### config.mk
export PLATFORM = sky130hd
export DESIGN_NAME = alu_issue_stage
export DESIGN_NICKNAME = d
export VERILOG_FILES = /design/src/rtl/alu_issue_stage.sv
export SDC_FILE = /design/constraint.sdc
export NUM_CORES = 1
export LEC_CHECK = 0
export ABC_AREA = 1
export CAP_MARGIN = 40
export CORE_MARGIN = 4
export CORE_UTILIZATION = 40
export DETAILED_ROUTE_END_ITERATION = 6
export DONT_BUFFER_PORTS = 1
export PLACE_DENSITY = 0.6
export SYNTH_ARGS = -nofsm -noshare
export SYNTH_HDL_FRONTEND = slang
export SYNTH_SLANG_ARGS = --single-unit
### constraint.sdc
create_clock -name clk -period 1.7 [get_ports clk]
set_clock_uncertainty 0.1 [all_clocks]
set_input_delay 0.255 -clock clk [delete_from_list [all_inputs] [get_ports clk]]
set_output_delay 0.255 -clock clk [all_outputs]
set_load 0.05 [all_outputs]
### src/rtl/alu_issue_stage.sv
// alu_issue_stage: RV32I integer decode-and-issue stage in front of the ALU.
// Decodes one instruction per cycle into ALU selector + operands and
// presents them through a two-entry skid buffer (output reg + skid reg).
// Optional feature macro: ALU_ISSUE_ILLEGAL_EN adds out_illegal and squashes
// unsupported or malformed encodings into a harmless no-write add.
module alu_issue_stage (
  input  logic        clk,
  input  logic        rst_n,
  input  logic        in_valid,
  output logic        in_ready,
  input  logic [31:0] in_instr,
  input  logic [31:0] in_pc,
  input  logic [31:0] in_rs1_data,
  input  logic [31:0] in_rs2_data,
  output logic        out_valid,
  input  logic        out_ready,
  output logic [31:0] out_dataA,
  output logic [31:0] out_dataB,
  output logic [3:0]  out_selector,
  output logic [4:0]  out_rd,
  output logic        out_wen
`ifdef ALU_ISSUE_ILLEGAL_EN
  ,
  output logic        out_illegal
`endif
);

  typedef enum logic [3:0] {
    SEL_ADD  = 4'b0000,
    SEL_SLL  = 4'b0001,
    SEL_SLT  = 4'b0010,
    SEL_SLTU = 4'b0011,
    SEL_XOR  = 4'b0100,
    SEL_SRL  = 4'b0101,
    SEL_OR   = 4'b0110,
    SEL_AND  = 4'b0111,
    SEL_SUB  = 4'b1000,
    SEL_SRA  = 4'b1001
  } sel_e;

  typedef enum logic [6:0] {
    OPC_OP     = 7'b0110011,
    OPC_OPIMM  = 7'b0010011,
    OPC_LUI    = 7'b0110111,
    OPC_AUIPC  = 7'b0010111
  } opc_e;

  typedef struct packed {
    logic [31:0] dataA;
    logic [31:0] dataB;
    sel_e        selector;
    logic [4:0]  rd;
    logic        wen;
`ifdef ALU_ISSUE_ILLEGAL_EN
    logic        illegal;
`endif
  } payload_t;

  logic [6:0] w_opcode;
  logic [2:0] w_funct3;
  logic [6:0] w_funct7;
  logic       w_supported;
  payload_t   w_dec;
  payload_t   w_next;
  logic       w_accept;

  payload_t   r_or;
  payload_t   r_sr;
  logic       r_orValid;
  logic       r_srValid;

  assign w_opcode = in_instr[6:0];
  assign w_funct3 = in_instr[14:12];
  assign w_funct7 = in_instr[31:25];

  // funct3 -> selector; alt picks sub/sra where the encoding allows it
  function automatic sel_e aluSel(input logic [2:0] f3, input logic alt);
    sel_e s;
    case (f3)
      3'b000:  s = alt ? SEL_SUB : SEL_ADD;
      3'b001:  s = SEL_SLL;
      3'b010:  s = SEL_SLT;
      3'b011:  s = SEL_SLTU;
      3'b100:  s = SEL_XOR;
      3'b101:  s = alt ? SEL_SRA : SEL_SRL;
      3'b110:  s = SEL_OR;
      default: s = SEL_AND;
    endcase
    return s;
  endfunction

  // Decode opcode into operands and selector; unsupported opcodes stay zero
  always_comb begin
    w_dec       = '0;
    w_supported = 1'b0;
    w_dec.rd    = in_instr[11:7];
    case (w_opcode)
      OPC_OP: begin
        w_supported    = 1'b1;
        w_dec.dataA    = in_rs1_data;
        w_dec.dataB    = in_rs2_data;
        w_dec.selector = aluSel(w_funct3, in_instr[30]);
      end
      OPC_OPIMM: begin
        w_supported    = 1'b1;
        w_dec.dataA    = in_rs1_data;
        w_dec.selector = aluSel(w_funct3, (w_funct3 == 3'b101) && in_instr[30]);
        if (w_funct3 == 3'b001 || w_funct3 == 3'b101)
          w_dec.dataB = {27'b0, in_instr[24:20]};
        else
          w_dec.dataB = {{20{in_instr[31]}}, in_instr[31:20]};
      end
      OPC_LUI: begin
        w_supported = 1'b1;
        w_dec.dataB = {in_instr[31:12], 12'b0};
      end
      OPC_AUIPC: begin
        w_supported = 1'b1;
        w_dec.dataA = in_pc;
        w_dec.dataB = {in_instr[31:12], 12'b0};
      end
      default: w_supported = 1'b0;
    endcase
    w_dec.wen = w_supported && (in_instr[11:7] != 5'd0);
  end

`ifdef ALU_ISSUE_ILLEGAL_EN
  logic w_illegal;

  // Flag unsupported opcodes and funct7 values outside the defined set
  always_comb begin
    w_illegal = !w_supported;
    if (w_opcode == OPC_OP)
      w_illegal = (w_funct7 != 7'b0000000) &&
                  !((w_funct7 == 7'b0100000) && (w_funct3 == 3'b000 || w_funct3 == 3'b101));
    else if (w_opcode == OPC_OPIMM && w_funct3 == 3'b001)
      w_illegal = (w_funct7 != 7'b0000000);
    else if (w_opcode == OPC_OPIMM && w_funct3 == 3'b101)
      w_illegal = (w_funct7 != 7'b0000000) && (w_funct7 != 7'b0100000);
  end

  // Illegal items travel as a zero-operand add that never writes back
  always_comb begin
    w_next         = w_dec;
    w_next.illegal = w_illegal;
    if (w_illegal) begin
      w_next.dataA    = '0;
      w_next.dataB    = '0;
      w_next.selector = SEL_ADD;
      w_next.wen      = 1'b0;
    end
  end

  assign out_illegal = r_or.illegal;
`else
  assign w_next = w_dec;
`endif

  assign in_ready = rst_n && !r_srValid;
  assign w_accept = in_valid && in_ready;

  // Skid buffer: OR feeds the ALU, SR catches the one item that arrives
  // while OR is stalled; SR always refills OR before new input is taken
  always_ff @(posedge clk) begin
    if (!rst_n) begin
      r_or      <= '0;
      r_sr      <= '0;
      r_orValid <= 1'b0;
      r_srValid <= 1'b0;
    end else if (r_srValid) begin
      if (out_ready) begin
        r_or      <= r_sr;
        r_srValid <= 1'b0;
      end
    end else if (w_accept) begin
      if (!r_orValid || out_ready) begin
        r_or      <= w_next;
        r_orValid <= 1'b1;
      end else begin
        r_sr      <= w_next;
        r_srValid <= 1'b1;
      end
    end else if (out_ready) begin
      r_orValid <= 1'b0;
    end
  end

  assign out_valid    = r_orValid;
  assign out_dataA    = r_or.dataA;
  assign out_dataB    = r_or.dataB;
  assign out_selector = r_or.selector;
  assign out_rd       = r_or.rd;
  assign out_wen      = r_or.wen;

endmodule

==> results of run 1 <==
-- sequential cells by signal, summed over array words and instances (netlist names) --
name          count
r_sr             74
out_dataA        32
out_dataB        32
out_rd            5
out_selector      4
out_valid         1
out_wen           1
r_srValid         1
-- timing repair --
item	4_1_cts	5_1_grt
buffers inserted	0	5
pin swaps	0	2
resized for setup	2	35
endpoints found under the setup margin	1	28
hold endpoints to repair	149	101
cloned	1	6
-- stage by stage --
step / instances / utilization, % / instance area [um^2]
6_report: 1379 / 53.5 / 9230
5_1_grt: 1379 / 53.5 / 9230
4_1_cts: 1368 / 52.2 / 8990
3_5_place_dp: 1265 / 43.9 / 7570
3_3_place_gp: 1265 / 43.9 / 7570
2_1_floorplan: 1060 / - / 7020
-- area by class of cell --
cell class	instances	area share, %
clock buffers	22	5.25
clock inverters	8	1.83
inverters	70	2.93
multi-input cells	756	37.2
flip-flops and latches	150	32.6
well taps	225	3.05
repair buffers	148	17.1
-- cell families (layout without fill, tap and decap cells) --
logic type	count (synthesis)	count (layout)
flip-flops	150	150
AND/OR/NAND/NOR	458	458
buffers and inverters	154	248
AO/OA/AOI/OAI	298	298
-- layout by cell type (no fill, tap or decap) --
cell,count
a21oi_1,147
buf_12,11
buf_16,1
buf_4,53
buf_6,5
bufbuf_16,1
bufinv_16,5
clkbuf_1,1
clkbuf_16,22
clkbuf_8,4
clkinv_2,2
clkinv_4,1
dfxtp_1,148
dfxtp_2,1
dfxtp_4,1
dlygate4sd3_1,72
inv_1,66
inv_2,2
inv_4,1
inv_6,1
nand2_1,188
nand2_2,1
nand2_4,1
nand3_1,102
nand3_4,1
nand3b_1,1
nand4_1,2
nor2_1,154
nor2_2,3
nor2_4,4
nor3_4,1
o211a_1,2
o211ai_1,1
o21ai_0,116
o21ai_1,32
-- final timing paths --
| kind | end | slack (ns) | cells past startpoint |
|---|---|---|---|
| hold / removal | out_dataA[19]$_SDFFE_PN0P_ | -0.12 | 2 |
| setup / recovery | r_sr[9]$_SDFFE_PN0P_ | 0.04 | 9 |
| setup reg to reg | r_sr[9]$_SDFFE_PN0P_ | 0.07 | 9 |
| hold reg to reg | r_sr[6]$_SDFFE_PN0P_ | 0.37 | 2 |
-- routing by layer --
| layer | up-vias | wire [um] |
|---|---|---|
| li1 | 3645 | - |
| met1 | 3368 | 10500 |
| met3 | 34 | 2210 |
| met2 | 257 | 11300 |
| met5 | - | 0 |
| met4 | 0 | 418 |
-- power breakdown --
| part | internal, mW | switching, mW | leakage, nW |
|---|---|---|---|
| combinational | 0.392 | 0.644 | 2.74 |
| sequential | 3.69 | 0.373 | 1.22 |
| clock | 2.75 | 1.46 | 0.322 |
| total | 6.83 | 2.47 | 4.29 |
==> out/results.tsv, run 1 <==
stage	metric	value	unit
run_status	status	finished with violations	
run_status	failing checks	negative hold slack	
pwr	PD cells	1010	nW/um^2
setup_path	CP bufs+invs	4	
global_route	vias in the first global route	6816	
place	PortBufs	0	
clock_tree	Worst-Skew Late Latency	0.42	ns
logic_synthesis	EDFF count, synth	0	
logic_synthesis	Seq/Total Area, Yosys	42.8	%
cells_and_area	antenna cells	0	
logic_synthesis	top-count cell post-synth	nand2_1	
logic_synthesis	Synth Area in XOR/XNOR	0	%
sta	Setup WS post-layout	0.0434	ns
setup_path	Worst Setup End Kind	flip-flop	
global_route	Overflow after GRT	0	
clock_tree	Worst-path clk slew	0.06	ns
setup_path	CP Max Fanout	15	
logic_synthesis	mux cell area share after synthesis	0	%
pwr	Total Power	9.31	mW
logic_synthesis	ys async rst share	0	%
clock_tree	CTS root buffer	clkbuf_16	
logic_synthesis	FF+latch count, synth	150	
cells_and_area	register area	3010	um^2
sta	# setup viols final	0	
cells_and_area	multi-input logic area	3430	um^2
pwr	leak pwr	4.29	nW
global_route	global-route wire length before repair	36800	um
clock_tree	Max clock buf depth	2	
setup_path	crit start category	input port	
clock_tree	CTS tree	yes	
drt	# DRC	0	
floorplan	initial core utilization	40.7	%
clock_tree	CTS H-tree depth	4	
logic_synthesis	Synth Area in Compound Gates	21.4	%
logic_synthesis	largest family of logic cells by synthesized area	simple AND/OR/NAND/NOR gates	
cells_and_area	Layout area overhead	31.5	%
sta	slew of the pin with the lowest slew margin	0.565	ns
setup_path	Critical Path Source	in_valid	
setup_path	Worst R2R Start	r_srValid$_SDFF_PN0_	
pwr	VDD IR max	0.747	mV
logic_synthesis	Cell variety after synth	23	
global_route	M2 GR Usage	38.0	%
setup_path	CP cell instances	dlygate4sd3_1, nand3_4, nor3_4, buf_6, clkbuf_16, nor2_1, nor2_1, o21ai_1, inv_1	
logic_synthesis	share of the synthesized area in the top cell type	42.8	%
global_route	largest net degree at the start of global routing	105	
sta	relative slew slack	62.3	%
global_route	gr busiest metal	met2	
logic_synthesis	Post-synth top cells	nand2_1 (189), nor2_1 (159), dfxtp_1 (150), a21oi_1 (147), o21ai_0 (134)	
sta	RSZ-0062 raised after global routing	true	
logic_synthesis	Post-Synth Simple-Gate Area	26.8	%
setup_path	crit path kind	in -> reg	
drt	drt via density	5.30	
floorplan	IO Pins	208	
min_path	hold crit path type	in -> reg	
sta	period utilization	97.4	%
drt	1st-pass router iterations	5	
logic_synthesis	Mapped Area	7020	um^2
job	max_cap viols	0	
global_route	overall routing resource usage	23.2	%
min_path	hold path start	rst_n	
cells_and_area	fillers	1707	
clock_tree	hold buffer count at CTS	72	
sta	TNS Setup	0	ns
sta	final hold vios	102	
global_route	initial antenna violation count	0	
drt	DR WL/cell	17.7	um
place	pre-CTS setup slack	0.130	ns
floorplan	Die Y	140	um
floorplan	core area	17200	um^2
cells_and_area	Final #Nets	1275	
logic_synthesis	Synth area leaders	dfxtp_1 (43%), a21oi_1 (10%), nand2_1 (10%)	
sta	Period minus WS final	1.66	ns
floorplan	die area	19700	um^2
logic_synthesis	Mean Syn Cell Area	6.62	um^2
logic_synthesis	Adder-Cell Fraction of Synth Area	0	%
setup_path	slowest stage delay, CP	0.60	ns
drt	Initial DRC Count	456	
sta	fin. max-slew vios	0	
place	GP Congestion	0.855	
logic_synthesis	Syn Inst Count	1060	
logic_synthesis	syn nets	1192	
drt	drt total wl	24400	um
logic_synthesis	leading area contributor after synthesis	dfxtp_1	
setup_path	required time of the worst setup path	1.97	ns
cells_and_area	share of cells above drive strength 1	10.6	%
logic_synthesis	main flop type after synthesis	dfxtp_1	
setup_path	CP top delay family	buffers and inverters	
clock_tree	Clock Sinks	150	
sta	WHS	-0.124	ns
drt	total number of vias	7304	
setup_path	worst path arrival time	1.92	ns
global_route	M3 GR Usage	7.24	%
setup_path	CP max stage cell	dlygate4sd3_1	
clock_tree	CTS Buf Count	17	
setup_path	most frequent CP cell	nor2_1	
place	HPWL Detailed	14100	um
floorplan	Die Wd	140	um
sta	FMAX	604	MHz
global_route	routing usage on met1	29.3	%
logic_synthesis	warnings from Yosys	0	
drt	DRT antenna net count	0	
floorplan	Row Count	48	
(Power assumes the default switching activity.)
==> run 2: changes to the inputs <==
--- a/config.mk
+++ b/config.mk
@@ -6,6 +6,7 @@
 export NUM_CORES = 1
 export LEC_CHECK = 0
 export ABC_AREA = 1
+export ABC_CLOCK_PERIOD_IN_PS = 1700
 export CAP_MARGIN = 40
 export CORE_MARGIN = 4
 export CORE_UTILIZATION = 40
==> results of run 2 <==
No change in the layout: final DEF, timing and power equal those of run 1.
==> run 3: changes to the inputs <==
--- a/config.mk
+++ b/config.mk
@@ -13,6 +13,7 @@
 export DETAILED_ROUTE_END_ITERATION = 6
 export DONT_BUFFER_PORTS = 1
 export PLACE_DENSITY = 0.6
+export REMOVE_ABC_BUFFERS = 1
 export SYNTH_ARGS = -nofsm -noshare
 export SYNTH_HDL_FRONTEND = slang
 export SYNTH_SLANG_ARGS = --single-unit
==> run 3 against run 2 <==
First-iteration DRC count is 24% lower. Largest power group is now registers. The run still ends with negative hold slack left. Setup slack worse by 0.015 ns. Critical endpoint is now in_ready. Sequential share of layout area is 1.4 points higher.
==> out/results.tsv, run 3 (same netlist as run 1, synthesis figures left out) <==
stage	metric	value	unit
floorplan	IO Pins	208	
clock_tree	Clock Sinks	150	
sta	WHS	-0.128	ns
setup_path	Worst R2R Start	r_srValid$_SDFF_PN0_	
clock_tree	Max clock buf depth	2	
global_route	vias in the first global route	6659	
sta	slew of the pin with the lowest slew margin	0.635	ns
cells_and_area	Final #Nets	1249	
cells_and_area	post-layout instance area	8830	um^2
floorplan	Row Count	48	
global_route	initial antenna violation count	0	
sta	Period minus WS final	1.67	ns
min_path	hold path endpoint	out_rd[3]$_SDFFE_PN0P_	
place	GP Congestion	0.812	
drt	drt total wl	22600	um
pwr	VDD IR max	0.676	mV
setup_path	CP cell instances	buf_6, nor2_1, buf_6	
setup_path	Critical Path Source	r_srValid$_SDFF_PN0_	
clock_tree	CTS root buffer	clkbuf_16	
setup_path	FF-to-FF path depth	7	
cells_and_area	Layout area overhead	25.8	%
setup_path	CP Max Fanout	26	
cells_and_area	share of cells above drive strength 1	10.0	%
cells_and_area	commonest cells after routing, fill and taps aside	nand2_1 (189), nor2_1 (154), dfxtp_1 (149), a21oi_1 (147), o21ai_0 (125)	
setup_path	reg-to-reg endpoint	r_sr[46]$_SDFFE_PN0P_	
setup_path	reg-to-reg slack, setup	0.11	ns
drt	Initial DRC Count	346	
sta	Setup WS post-layout	0.0281	ns
min_path	worst hold stages	2	
place	Post-DP Area	7560	um^2
min_path	hold path start	rst_n	
place	PortBufs	0	
sta	final hold vios	102	
floorplan	core area	17200	um^2
drt	# DRC	0	
clock_tree	Worst-path clk slew	0.06	ns
cells_and_area	max FFs per register	74	
run_status	status	finished with violations	
sta	FMAX	598	MHz
setup_path	slowest stage delay, CP	0.36	ns
setup_path	crit path kind	reg -> out	
pwr	PD cells	1020	nW/um^2
min_path	hold crit path type	in -> reg	
setup_path	most frequent CP cell	buf_6	
floorplan	initial core utilization	40.7	%
drt	DR WL/cell	16.7	um
drt	1st-pass router iterations	5	
cells_and_area	fillers	1739	
sta	# setup viols final	0	
setup_path	required time of the worst setup path	1.34	ns
job	max_cap viols	0	
floorplan	Die Y	140	um
run_status	failing checks	negative hold slack	
drt	total number of vias	7086	
clock_tree	CTS H-tree depth	4	
global_route	Overflow after GRT	0	
sta	fin. max-slew vios	0	
global_route	largest net degree at the start of global routing	105	
clock_tree	hold buffer count at CTS	54	
setup_path	crit start category	flip-flop	
setup_path	Worst Setup End Kind	primary output	
cells_and_area	antenna cells	0	
setup_path	CP max stage cell	dfxtp_4	
clock_tree	CTS Buf Count	17	
cells_and_area	most flop-heavy register	r_sr	
clock_tree	Worst-Skew Late Latency	0.41	ns
floorplan	Die Wd	140	um
sta	relative slew slack	57.6	%
clock_tree	CTS tree	yes	
cells_and_area	commonest non-fill, non-tap cell in the layout	nand2_1	
place	HPWL Detailed	13600	um
place	pre-CTS setup slack	0.127	ns
setup_path	worst path arrival time	1.32	ns
floorplan	die area	19700	um^2
drt	drt via density	5.23	
sta	period utilization	98.3	%
global_route	overall routing resource usage	22.0	%
pwr	leak pwr	4.09	nW
drt	DRT antenna net count	0	
global_route	global-route wire length before repair	35300	um
==> run 3: cell types whose count changed in the layout (fill, tap and decap cells not counted), sizes merged <==
cell,change
clkinv,-1
clkinvlp,+2
clkbuf,+1
dlygate4sd3,-18
bufinv,-3
buf,-4
bufbuf,-1
==> run 3: critical path: cells and delay by family, from the launching register on <==
kind | cells | cell delay [ns]
AND/OR/NAND/NOR | 1 | 0.18
flip-flops | 1 | 0.36
buffers and inverters | 2 | 0.36
==> run 3: layout make-up <==
class | count | area [um^2] | share of cell area (%)
Tap cell | 225 | 282 | 3.19
Timing Repair Buffer | 122 | 1230 | 13.9
Clock inverter | 6 | 85.1 | 0.963
Sequential cell | 150 | 3010 | 34.0
Clock buffer | 26 | 541 | 6.12
Inverter | 70 | 265 | 3.00
Multi-Input combinational cell | 756 | 3430 | 38.8
==> run 3: layer usage <==
layer,vias to the layer above,track usage (%),share of wire [%],wire length [um]
met2,256,35.8,46,10400
li1,3589,-,-,-
met4,0,6.88,1.8,416
met1,3211,29.0,45,10200
met3,30,5.12,6.9,1570
met5,-,0,0,0
==> run 3: worst max-delay path by stage <==
stage | to | slack, ns | cells past startpoint
2_1_floorplan | r_sr[10]$_SDFFE_PN0P_ | -2.75 | 6
3_3_place_gp | r_sr[53]$_SDFFE_PN0P_ | 0.17 | 8
3_5_place_dp | r_sr[46]$_SDFFE_PN0P_ | 0.13 | 8
4_1_cts | in_ready | 0.006 | 3
5_1_grt | in_ready | -0.00004 | 3
6_report | in_ready | 0.03 | 3
==> run 3: through the flow <==
| step | std cells | total power [mW] | hold slack (ns) | util (%) | TNS (ns) |
|---|---|---|---|---|---|
| 4_1_cts | 1349 | 9.05 | -0.135 | 50.7 | 0 |
| 3_3_place_gp | 1263 | 5.00 | 0.297 | 43.9 | 0 |
| 3_5_place_dp | 1263 | 5.01 | 0.303 | 43.9 | 0 |
| 6_report | 1355 | 8.99 | -0.128 | 51.2 | 0 |
| 5_1_grt | 1355 | 9.34 | -0.137 | 51.2 | -0.0000362 |
| 2_1_floorplan | 976 | 4.69 | 0.290 | - | -389.81 |
==> run 3: repair_timing <==
| item | 4_1_cts | 5_1_grt |
|---|---|---|
| cloned | 0 | 2 |
| buffers inserted | 0 | 4 |
| resized for setup | 1 | 13 |
| pin swaps | 0 | 3 |
| endpoints found under the hold margin | 144 | 102 |
| endpoints found under the setup margin | 1 | 12 |
==> run 3: power by group <==
part | leakage, nW | internal (mW) | total (mW) | switching (mW)
logic | 2.56 | 0.354 | 0.972 | 0.617
clock network | 0.304 | 2.48 | 3.96 | 1.47
registers | 1.22 | 3.69 | 4.06 | 0.371
